**src/rtl/matmul4x4_scheduler.sv**
```systemverilog
// matmul4x4_scheduler
//
// Steps one shared row-by-column complex MAC unit over all 16 elements of
// C = A x B (4x4, complex). Elements are visited in row-major order. For each
// element the scheduler:
//   1. presents row i / column j to the operand muxes;
//   2. lets the muxes settle;
//   3. pulses the unit start;
//   4. waits for the unit done level;
//   5. writes the captured result to result storage at address {i,j}.
//
// Ports:
//   CLK, MasterReset        clock (rising edge), synchronous active-low reset
//   Enable                  low freezes all state; pending pulses are held off
//   Start, Abort            begin a full product (IDLE only) / return to IDLE
//   RowSel, ColSel          operand mux selects (i, j)
//   UnitStart               one-cycle start pulse to the row-column unit
//   UnitListo, UnitError    unit done level and overflow flag
//   UnitOutReal/Imag        unit result
//   WrEn, WrAddr            result write strobe and address {i,j}
//   WrReal, WrImag          registered result data
//   Busy, Done              not-IDLE level; one-cycle pulse at end of product
//   ErrorFlag, ErrorAddr    sticky error flag and address of the first error
//   TimedOut                sticky watchdog flag (MATMUL_SCHED_TIMEOUT_EN only)
//
// Optional build macro MATMUL_SCHED_TIMEOUT_EN adds an 8-bit WAIT-state
// watchdog (parameter TimeoutCycles) and the TimedOut output. Without it the
// scheduler waits for the unit indefinitely.

module matmul4x4_scheduler #(
   parameter int unsigned Width         = 8,
   parameter int unsigned SettleCycles  = 1
`ifdef MATMUL_SCHED_TIMEOUT_EN
   ,
   parameter int unsigned TimeoutCycles = 255
`endif
) (
   input  logic             CLK,
   input  logic             MasterReset,
   input  logic             Enable,
   input  logic             Start,
   input  logic             Abort,
   output logic [1:0]       RowSel,
   output logic [1:0]       ColSel,
   output logic             UnitStart,
   input  logic             UnitListo,
   input  logic             UnitError,
   input  logic [Width-1:0] UnitOutReal,
   input  logic [Width-1:0] UnitOutImag,
   output logic             WrEn,
   output logic [3:0]       WrAddr,
   output logic [Width-1:0] WrReal,
   output logic [Width-1:0] WrImag,
   output logic             Busy,
   output logic             Done,
   output logic             ErrorFlag,
   output logic [3:0]       ErrorAddr
`ifdef MATMUL_SCHED_TIMEOUT_EN
   ,
   output logic             TimedOut
`endif
);

   localparam logic [2:0] SettleLast = 3'(SettleCycles - 1);

   typedef enum logic [2:0] {
      StIdle,
      StSettle,
      StPulse,
      StWait,
      StWrite,
      StAdvance,
      StFinish
   } state_e;

   state_e           state_q, state_d;
   logic [1:0]       row_q, row_d;
   logic [1:0]       col_q, col_d;
   logic [2:0]       settle_cnt_q, settle_cnt_d;
   logic [Width-1:0] wr_real_q, wr_real_d;
   logic [Width-1:0] wr_imag_q, wr_imag_d;
   logic             err_flag_q, err_flag_d;
   logic [3:0]       err_addr_q, err_addr_d;

   logic             last_elem;
   logic             wd_expired;
   // Abort outranks Enable; both gate every state change.
   logic             step;

`ifdef MATMUL_SCHED_TIMEOUT_EN
   localparam logic [7:0] TimeoutLast = 8'(TimeoutCycles - 1);

   logic [7:0]       wd_q, wd_d;
   logic             timed_out_q, timed_out_d;

   assign wd_expired = (wd_q == TimeoutLast);
`else
   assign wd_expired = 1'b0;
`endif

   assign last_elem = ({row_q, col_q} == 4'hF);
   assign step      = Enable && !Abort;

   // ---------------------------------------------------------------------------
   // FSM state register
   // ---------------------------------------------------------------------------
   always_ff @(posedge CLK) begin
      if (!MasterReset) begin
         state_q <= StIdle;
      end else begin
         state_q <= state_d;
      end
   end

   // ---------------------------------------------------------------------------
   // FSM next-state logic
   // ---------------------------------------------------------------------------
   always_comb begin
      state_d = state_q;
      if (Abort) begin
         state_d = StIdle;
      end else if (Enable) begin
         case (state_q)
            StIdle:    if (Start) state_d = StSettle;
            StSettle:  if (settle_cnt_q == SettleLast) state_d = StPulse;
            // Listo is not looked at here, so a stale level is never accepted.
            StPulse:   state_d = StWait;
            StWait:    if (UnitListo || wd_expired) state_d = StWrite;
            StWrite:   state_d = StAdvance;
            StAdvance: state_d = last_elem ? StFinish : StSettle;
            StFinish:  state_d = StIdle;
            default:   state_d = StIdle;
         endcase
      end
   end

   // ---------------------------------------------------------------------------
   // FSM outputs
   // ---------------------------------------------------------------------------
   always_comb begin
      UnitStart = MasterReset && step && (state_q == StPulse);
      WrEn      = MasterReset && step && (state_q == StWrite);
      Done      = MasterReset && step && (state_q == StFinish);
      Busy      = (state_q != StIdle);
      RowSel    = row_q;
      ColSel    = col_q;
      WrAddr    = {row_q, col_q};
      WrReal    = wr_real_q;
      WrImag    = wr_imag_q;
      ErrorFlag = err_flag_q;
      ErrorAddr = err_addr_q;
`ifdef MATMUL_SCHED_TIMEOUT_EN
      TimedOut  = timed_out_q;
`endif
   end

   // ---------------------------------------------------------------------------
   // Datapath next-state: indices, settle counter, result and error capture
   // ---------------------------------------------------------------------------
   always_comb begin
      row_d        = row_q;
      col_d        = col_q;
      settle_cnt_d = settle_cnt_q;
      wr_real_d    = wr_real_q;
      wr_imag_d    = wr_imag_q;
      err_flag_d   = err_flag_q;
      err_addr_d   = err_addr_q;
`ifdef MATMUL_SCHED_TIMEOUT_EN
      wd_d         = wd_q;
      timed_out_d  = timed_out_q;
`endif
      if (step) begin
         case (state_q)
            StIdle: begin
               if (Start) begin
                  row_d        = 2'd0;
                  col_d        = 2'd0;
                  settle_cnt_d = 3'd0;
                  err_flag_d   = 1'b0;
                  err_addr_d   = 4'd0;
`ifdef MATMUL_SCHED_TIMEOUT_EN
                  timed_out_d  = 1'b0;
`endif
               end
            end
            StSettle: begin
               if (settle_cnt_q != SettleLast) begin
                  settle_cnt_d = settle_cnt_q + 3'd1;
               end
            end
            StPulse: begin
`ifdef MATMUL_SCHED_TIMEOUT_EN
               wd_d = 8'd0;
`endif
            end
            StWait: begin
               if (UnitListo) begin
                  wr_real_d = UnitOutReal;
                  wr_imag_d = UnitOutImag;
                  // Only the first erroring element is recorded.
                  if (UnitError && !err_flag_q) begin
                     err_flag_d = 1'b1;
                     err_addr_d = {row_q, col_q};
                  end
               end
`ifdef MATMUL_SCHED_TIMEOUT_EN
               else if (wd_expired) begin
                  wr_real_d   = '0;
                  wr_imag_d   = '0;
                  timed_out_d = 1'b1;
                  err_flag_d  = 1'b1;
                  if (!err_flag_q) begin
                     err_addr_d = {row_q, col_q};
                  end
               end else begin
                  wd_d = wd_q + 8'd1;
               end
`endif
            end
            StAdvance: begin
               // On the last element the indices stay at (3,3) until next Start.
               if (!last_elem) begin
                  settle_cnt_d = 3'd0;
                  if (col_q == 2'd3) begin
                     col_d = 2'd0;
                     row_d = row_q + 2'd1;
                  end else begin
                     col_d = col_q + 2'd1;
                  end
               end
            end
            default: ;
         endcase
      end
   end

   // ---------------------------------------------------------------------------
   // Datapath registers
   // ---------------------------------------------------------------------------
   always_ff @(posedge CLK) begin
      if (!MasterReset) begin
         row_q        <= 2'd0;
         col_q        <= 2'd0;
         settle_cnt_q <= 3'd0;
         wr_real_q    <= '0;
         wr_imag_q    <= '0;
         err_flag_q   <= 1'b0;
         err_addr_q   <= 4'd0;
      end else begin
         row_q        <= row_d;
         col_q        <= col_d;
         settle_cnt_q <= settle_cnt_d;
         wr_real_q    <= wr_real_d;
         wr_imag_q    <= wr_imag_d;
         err_flag_q   <= err_flag_d;
         err_addr_q   <= err_addr_d;
      end
   end

`ifdef MATMUL_SCHED_TIMEOUT_EN
   always_ff @(posedge CLK) begin
      if (!MasterReset) begin
         wd_q        <= 8'd0;
         timed_out_q <= 1'b0;
      end else begin
         wd_q        <= wd_d;
         timed_out_q <= timed_out_d;
      end
   end
`endif

endmodule

```
**config.mk**
```make
export PLATFORM = sky130hd
export DESIGN_NAME = matmul4x4_scheduler
export DESIGN_NICKNAME = d
export VERILOG_FILES = /design/src/rtl/matmul4x4_scheduler.sv
export SDC_FILE = /design/constraint.sdc
export NUM_CORES = 1
export LEC_CHECK = 0
export BUFFER_PORTS_ARGS = -buffer_cell sky130_fd_sc_hd__buf_2
export CAP_MARGIN = 20
export CORE_MARGIN = 2
export CORE_UTILIZATION = 52
export DETAILED_ROUTE_END_ITERATION = 6
export GPL_TIMING_DRIVEN = 0
export PLACE_DENSITY = 0.84
export SLEW_MARGIN = 20
export SYNTH_ARGS = -nofsm -noshare
export SYNTH_HDL_FRONTEND = slang
export SYNTH_SLANG_ARGS = --single-unit
```
**constraint.sdc**
```tcl
create_clock -name CLK -period 3 [get_ports CLK]
set_input_delay 0.3 -clock CLK [delete_from_list [all_inputs] [get_ports CLK]]
set_output_delay 0.3 -clock CLK [all_outputs]
set_load 0.005 [all_outputs]
```
Word level (Yosys, flattened, before mapping)
Index checks and enable logic that the tools add are counted.
{"block": "op_classes", "eq_ne": 15, "addsub": 3, "mux": 24, "n_reduce_logical": 22, "n_bitwise": 1}
{"operator": "$mux 3", "count": 7}
{"operator": "$pmux 3 s6", "count": 1}
{"operator": "$reduce_and 5->1", "count": 3}
{"operator": "$ne 2x2->1 const B", "count": 7}
{"operator": "$mux 4", "count": 3}
{"operator": "$mux 2", "count": 5}
{"operator": "$eq 3x3->1 const B", "count": 3}
{"operator": "$pmux 3 s3", "count": 1}
{"operator": "$reduce_bool 3->1", "count": 3}
{"operator": "$pmux 2 s2", "count": 2}
{"operator": "$pmux 4 s2", "count": 1}
{"operator": "$reduce_and 4->1", "count": 2}
{"operator": "$eq 3x2->1 const B", "count": 2}
{"operator": "$logic_and 1x1->1", "count": 6}
{"operator": "$logic_not 3->1", "count": 2}
{"operator": "$add 2x1->2 const B", "count": 2}
{"operator": "$eq 4x4->1 const B", "count": 1}
{"operator": "$reduce_bool 2->1", "count": 2}
{"operator": "$add 3x1->3 const B", "count": 1}
{"operator": "$eq 3x1->1 const B", "count": 1}
{"operator": "$mux 1", "count": 3}
{"operator": "$reduce_and 3->1", "count": 1}
{"operator": "$eq 2x2->1 const B", "count": 1}
{"operator": "$logic_not 1->1", "count": 2}
{"operator": "3 further kinds", "count": 3}
{"block": "word_totals", "word_cells": 73, "ff_bits": 31, "out_inout_bits": 33, "inputBits": 23}

Logic depth before layout (Yosys ltp)
Gate-level depths: netlist of run 1.
{"block": "depth", "word_depth": 5, "depth_mapped": 7}

Worst setup path before layout of run 1
OpenSTA, ideal clock, no wires.
{"block": "synth_timing", "kind": "input to output", "from": "in MasterReset", "to": "out WrEn", "required_ps": 2700, "arrival_time_ps": 1280, "cell_stages": 6, "path_slack_ps": 1420, "n_path_buf": 2, "path_cell_list": "clkbuf_1 > inv_2 > clkbuf_1 > nor2_1 > nand2_1 > nor3_1"}
{"block": "synth_via", "elab_chain_cells": 2}
{"item": "start, declared", "line_no": "39", "rtl": "input logic MasterReset,"}
{"item": "$logic_and 1x1->1 (2 in a row)", "line_no": "142", "rtl": "WrEn = MasterReset && step && (state_q == StWrite);"}
{"item": "end, declared", "line_no": "50", "rtl": "output logic WrEn,"}
No other way between the ends.

Final worst setup path of run 1
{"block": "layout_timing", "from": "in MasterReset", "to": "out UnitStart"}
{"block": "layout_via", "elab_chain_cells": 2}
{"item": "$logic_and 1x1->1 (2 in a row)", "line_no": "141", "rtl": "UnitStart = MasterReset && step && (state_q == StPulse);"}
{"item": "end, declared", "line_no": "45", "rtl": "output logic UnitStart,"}
No other way between the ends.

==> results.json, run 1 <==
{
  "fill_cells": 237,
  "hold_slack_ns": 0.1998,
  "post-route-min-period_ns": 1.894,
  "hold_violations": 0,
  "cp_data_required_time_ns": 2.70,
  "netlist_instances": 191,
  "layout.nets": 279,
  "yosysMostFrequentCell": "nand2_1",
  "viasPerCell": 5.286,
  "rr_worst_depth": 6,
  "p_total_uw": 713.8,
  "end_kind": "output port",
  "tightest_slew_ns": 0.5001,
  "grt_pass1_wl_mm": 5.492,
  "die_h_um": 58.09,
  "worstPathCellList": "clkbuf_1 > inv_2 > clkbuf_1 > nor2_1 > nand3_1 > nor2_1 > buf_2",
  "fp.dieW_um": 58.09,
  "startpoint_type": "input pin",
  "muxShareOfSynthArea_pct": 3.947,
  "fin_worst_skew_ns": 0.01050,
  "max_stage_delay_ns": 0.37,
  "crit_start": "MasterReset",
  "path_clk_slew_ns": 0.09,
  "finalSetupTns_ns": 0,
  "post-cts-setup-buffers": 0,
  "synthAdderAreaFrac_pct": 3.289,
  "endpoint": "UnitStart",
  "critPathArrivalTime_ns": 1.59,
  "gp_congestion": 0.8907,
  "path_max_fanout": 10,
  "core-area_um2": 2758,
  "start_util_pct": 55.17,
  "ys_warn_count": 0,
  "synth_top_area_share_pct": 40.79,
  "multi_input_area_um2": 795.8,
  "finalSetupViolations": 0,
  "syn_area_um2": 1521,
  "synth-seq-cells": 31,
  "ios": 56,
  "synth.area.top_cells": "dfxtp_1 41%, nand2_1 14%, a21oi_1 5.6%",
  "clk_latency_ns": 0.33,
  "synth_commonest_cells": "57 x nand2_1, 31 x dfxtp_1, 17 x a21oi_1",
  "cts_root_buf": "clkbuf_4",
  "clk_path_buf_depth": 2,
  "maxCapViolCount": 0,
  "synth_top_family_by_area": "simple AND/OR/NAND/NOR gates",
  "report.final.slew_viol_count": 0,
  "ctsHoldBuffers": 0,
  "outcome": "finished, final reports clean",
  "synthDistinctLibCells": 40,
  "routed_wl_mm": 3.322,
  "die-area_um2": 3374,
  "dpl.hpwl_mm": 2.549,
  "cts_tree": "yes",
  "yosysTopAreaCell": "dfxtp_1",
  "p_per_area_nw_per_um2": 378.3,
  "area_growth_pct": 24.01,
  "drtAntennaViolNets": 0,
  "final_util_pct": 68.42,
  "syn_area_per_cell_um2": 7.966,
  "whs_path_depth": 3,
  "grt_usage_pct": 21.00,
  "grt_setup_unrepaired": "no",
  "io_buffers": 54,
  "yosysSeqAreaShare_pct": 40.79,
  "synth_xor_area_share_pct": 0.5757,
  "cts-resized-gates": 0,
  "drc": 0,
  "worst_r2r_endpoint": "RowSel[1]$_SDFFE_PN0P_",
  "via_count": 1496,
  "max_freq_ghz": 0.5281,
  "synthesis.nets": 218,
  "cts_num_sinks": 31,
  "dr.pass1.iters": 4,
  "cts_buffers": 5,
  "leakagePower_uw": 0.0008337,
  "register_area_um2": 620.6,
  "drive_above_1_share_pct": 30.95,
  "critPathKind": "input pin to output port",
  "wl_per_cell_um": 11.74,
  "min_path_type": "input pin to flop",
  "grt_pass1_vias": 1304,
  "r2r-start": "state_q[2]$_SDFFE_PP0P_",
  "fin_crit_sh_pct": 63.12,
  "gr-total-overflow": 0,
  "worst-r2r-setup-slack_ns": 1.29,
  "relSlewSlack_pct": 66.59,
  "cts_max_level": 2,
  "synth_compound_area_share_pct": 17.19,
  "num_antenna_cells": 0,
  "synth_flop_cell": "dfxtp_1",
  "grt_max_degree": 11,
  "drt_iter0_drc": 62,
  "design_area_um2": 1887,
  "antenna_found_initial": 0,
  "crit_slowest_cell": "nor2_1",
  "postPlaceCellArea_um2": 1831,
  "synthArstFlopShare_pct": 0,
  "vdd_drop_max_mv": 0.3029,
  "fp-row-count": 19,
  "synth_edf_count": 0,
  "yosys.area_share.simple_pct": 27.30
}
[cells in the final DEF, fill, tap and decap left out, drive strengths merged, types with 3 or more instances in the layout]
| cell | n |
|---|---|
| buf | 65 |
| ha | 4 |
| clkbuf | 12 |
| o21ai | 4 |
| nor2 | 6 |
| o32ai | 4 |
| nand2 | 57 |
| inv | 3 |
| a21oi | 18 |
| dfxtp | 31 |
| or3 | 4 |
| nand3 | 6 |
| mux2i | 6 |
| nand2b | 8 |
| nor3 | 4 |
[layer usage]
metal	track usage [%]	routed length, um	up-vias
met4	9.635	70	0
met1	24.03	1460	665
met3	7.813	274	7
met2	34.74	1518	54
met5	0	0	-
li1	-	-	770
[flip-flops by register name (all words and copies together), names as in the netlist]
| signal | count |
|---|---|
| WrImag | 8 |
| WrReal | 8 |
| ErrorAddr | 4 |
| settle_cnt_q | 3 |
| state_q | 3 |
| ColSel | 2 |
| RowSel | 2 |
| ErrorFlag | 1 |
[logic make-up (layout without fill, tap and decap cells)]
family,count (synthesis),after routing
AO/OA/AOI/OAI,38,38
XOR/XNOR,1,1
adder cells (fa/ha/maj),4,4
buffers and inverters,20,81
flip-flops,31,31
multiplexers,6,6
AND/OR/NAND/NOR,91,91
[report_power, final]
| group | internal, uW | switching (uW) | total [uW] | leakage [uW] |
|---|---|---|---|---|
| sequential | 412 | 1.03 | 413 | 0.000250 |
| clock | 108 | 140 | 248 | 0.0000341 |
| combinational | 23.7 | 28.9 | 52.6 | 0.000550 |
[worst min path at each step]
stage,from,end,slack (ns)
finish,UnitOutImag[5],WrImag[5]$_SDFFE_PN0P_,0.20
global route,UnitOutReal[0],WrReal[0]$_SDFFE_PN0P_,0.19
CTS,UnitOutImag[6],WrImag[6]$_SDFFE_PN0P_,0.19
detailed placement,WrImag[7]$_SDFFE_PN0P_,WrImag[7]$_SDFFE_PN0P_,0.45
global placement,WrReal[5]$_SDFFE_PN0P_,WrReal[5]$_SDFFE_PN0P_,0.44
floorplan,UnitOutImag[0],WrImag[0]$_SDFFE_PN0P_,0.44
[worst max-delay path, delay by kind of cell]
kind / cells / cell delay, ns
and+or+nand+nor: 3 / 0.64
buffers and inverters: 4 / 0.64
[layout make-up]
cell class              instances  area share, %
plain buffers                  17          4.973
clock buffers                   6          2.719
clock inverters                 1         0.2653
inverters                       3         0.5968
multi-input cells             140          42.18
flip-flops and latches         31          32.89
well taps                      31          2.056
repair buffers                 54          14.32
[metrics by stage]
step                      cells  setup WS (ns)
after floorplan             191          1.420
after global placement      276          1.073
after detailed placement    276          1.094
after CTS                   283          1.084
after global routing        283         0.9036
final                       283          1.106
Note: power is estimated with default switching activity, not from simulation.
==> inputs of run 2 (changes only) <==
CORE_UTILIZATION = 44   (was 52)
PLACE_DENSITY = 0.75   (was 0.84)
clock period = 1.6 ns   (was 3 ns; I/O delays follow)
==> run 2 against run 1 <==
  * Register-to-register slack got worse by 1.2 ns
  * Clock skew fell by 0.0031 ns
  * Largest power group unchanged
  * Count of clock-buffer cells in the layout did not move
  * First-iteration DRC count rose by 44%
  * Sequential share of layout area fell by 2.0 points
  * Non-clock buffer count rose by 2
  * Worst setup slack got worse by 1.1 ns
  * Wire length rose by 6.1%
  * Sequential power rose by 87%
  * Combinational power rose by 130%
==> results.json, run 2 (synthesis results as in run 1) <==
{
  "cp_data_required_time_ns": 1.82,
  "grt_setup_unrepaired": "yes",
  "ctsHoldBuffers": 0,
  "layout_common_cells": "57 x buf_2, 56 x nand2_1, 28 x dfxtp_1",
  "grt_pass1_vias": 1336,
  "placed_cells": 291,
  "path_max_fanout": 10,
  "path_buf_inv": 2,
  "startpoint_type": "flop",
  "worst-r2r-setup-slack_ns": 0.04,
  "layout.nets": 281,
  "path_clk_slew_ns": 0.10,
  "cts_max_level": 2,
  "routed_wl_mm": 3.524,
  "grt_max_degree": 11,
  "cts_root_buf": "clkbuf_4",
  "max_freq_ghz": 0.6418,
  "grt_pass1_wl_mm": 5.871,
  "io_buffers": 54,
  "report.final.slew_viol_count": 0,
  "worstPathCellList": "buf_2 > or4_1 > buf_4 > a21oi_4 > o32ai_1",
  "num_antenna_cells": 0,
  "grt_usage_pct": 18.26,
  "dr.pass1.iters": 5,
  "critPathArrivalTime_ns": 1.78,
  "path_delay_family": "simple AND/OR/NAND/NOR gates",
  "gp_congestion": 0.8441,
  "whs_path_depth": 3,
  "fin_crit_sh_pct": 97.39,
  "viasPerCell": 5.040,
  "dpl.hpwl_mm": 2.576,
  "fin_worst_skew_ns": 0.007382,
  "outcome": "finished, final reports clean",
  "finalSetupViolations": 0,
  "post-route-min-period_ns": 1.558,
  "ios": 56,
  "finalWorstSetupSlack_ns": 0.04178,
  "crit_slowest_cell": "or4_1",
  "via_count": 1517,
  "r2r-start": "state_q[2]$_SDFFE_PP0P_",
  "worstHoldStart": "UnitOutImag[7]",
  "drtAntennaViolNets": 0,
  "start_util_pct": 45.59,
  "hold_violations": 0,
  "layout_commonest_cell": "buf_2",
  "max_stage_delay_ns": 0.52,
  "crit_start": "state_q[2]$_SDFFE_PP0P_",
  "die_h_um": 62.81,
  "clk_path_buf_depth": 2,
  "drt_iter0_drc": 89,
  "drive_above_1_share_pct": 37.25,
  "hold_path_end": "WrImag[7]$_SDFFE_PN0P_",
  "min_path_type": "input pin to flop",
  "antenna_found_initial": 0,
  "maxCapViolCount": 0,
  "relSlewSlack_pct": 63.93,
  "critPathKind": "flop to flop",
  "rr_worst_depth": 5,
  "core-area_um2": 3337,
  "fp-row-count": 21,
  "die-area_um2": 3944,
  "end_kind": "flop",
  "area_growth_pct": 33.72,
  "worst_r2r_endpoint": "ErrorAddr[3]$_SDFFE_PN0P_",
  "instances_no_fill": 301,
  "clk_latency_ns": 0.33,
  "fp.dieW_um": 62.81,
  "vdd_drop_max_mv": 0.5548,
  "cts_tree": "yes",
  "leakagePower_uw": 0.0009022,
  "cts_num_sinks": 31,
  "wl_per_cell_um": 11.71,
  "drc": 0,
  "place_ws_ns": -0.08848,
  "cts_buffers": 5,
  "tightest_slew_ns": 0.5411,
  "gr-total-overflow": 0,
  "p_per_area_nw_per_um2": 754.0
}
-- run 2: worst min-delay path: stages --
cell and delay, ns:
buf_2 0.09, nand2_1 0.04, a21oi_1 0.05
-- run 2: final cells by class --
cell class / instances / area [um^2]
Timing Repair Buffer: 57 / 305.3
Clock buffer: 6 / 51.30
Fill cell: 327 / 1303
Buffer: 16 / 101.3
Multi-Input combinational cell: 140 / 843.3
Clock inverter: 2 / 35.03
Inverter: 3 / 11.26
Sequential cell: 31 / 629.4
Tap cell: 46 / 57.56
-- run 2: metal layers --
layer | GRT usage (%) | vias to the layer above | share of wire, %
met5 | 0 | - | 0
met2 | 29.30 | 48 | 47
met3 | 6.306 | 5 | 6.7
li1 | - | 782 | -
met1 | 23.08 | 682 | 45
met4 | 5.556 | 0 | 0.82
-- run 2: worst max-delay path by stage --
stage	endpoint	slack (ns)	depth (start not counted)
detailed placement	WrEn	-0.09	7
CTS	WrReal[6]$_SDFFE_PN0P_	-0.03	7
floorplan	RowSel[0]$_SDFFE_PN0P_	0.08	6
global placement	WrEn	-0.06	7
global route	ErrorAddr[3]$_SDFFE_PN0P_	-0.02	5
finish	ErrorAddr[3]$_SDFFE_PN0P_	0.04	5
-- run 2: power breakdown --
| group | total (uW) | internal, uW | switching [uW] |
|---|---|---|---|
| combinational | 120 | 58.3 | 62.0 |
| clock | 641 | 369 | 272 |
| sequential | 773 | 770 | 3.00 |
| total | 1530 | 1200 | 337 |
-- run 2: timing repair --
action | in CTS | in global routing
setup endpoints to repair | 22 | 23
gates resized for setup | 6 | 20
pin swaps | 1 | 2
setup buffers | 2 | 1
gates cloned | 0 | 0
-- run 2: per-stage QoR --
stage          utilization (%)   TNS, ns  hold WS (ns)  total power [uW]  cell area [um^2]
2_1_floorplan                -         0        0.2960             849.8              1521
3_3_place_gp             55.42   -0.3920        0.4050             891.7              1849
3_5_place_dp             55.42   -0.4694        0.4063             892.1              1849
4_1_cts                  59.36   -0.2377       0.04989              1537              1981
5_1_grt                  60.97  -0.05036       0.04141              1592              2034
6_report                 60.97         0       0.05464              1534              2034
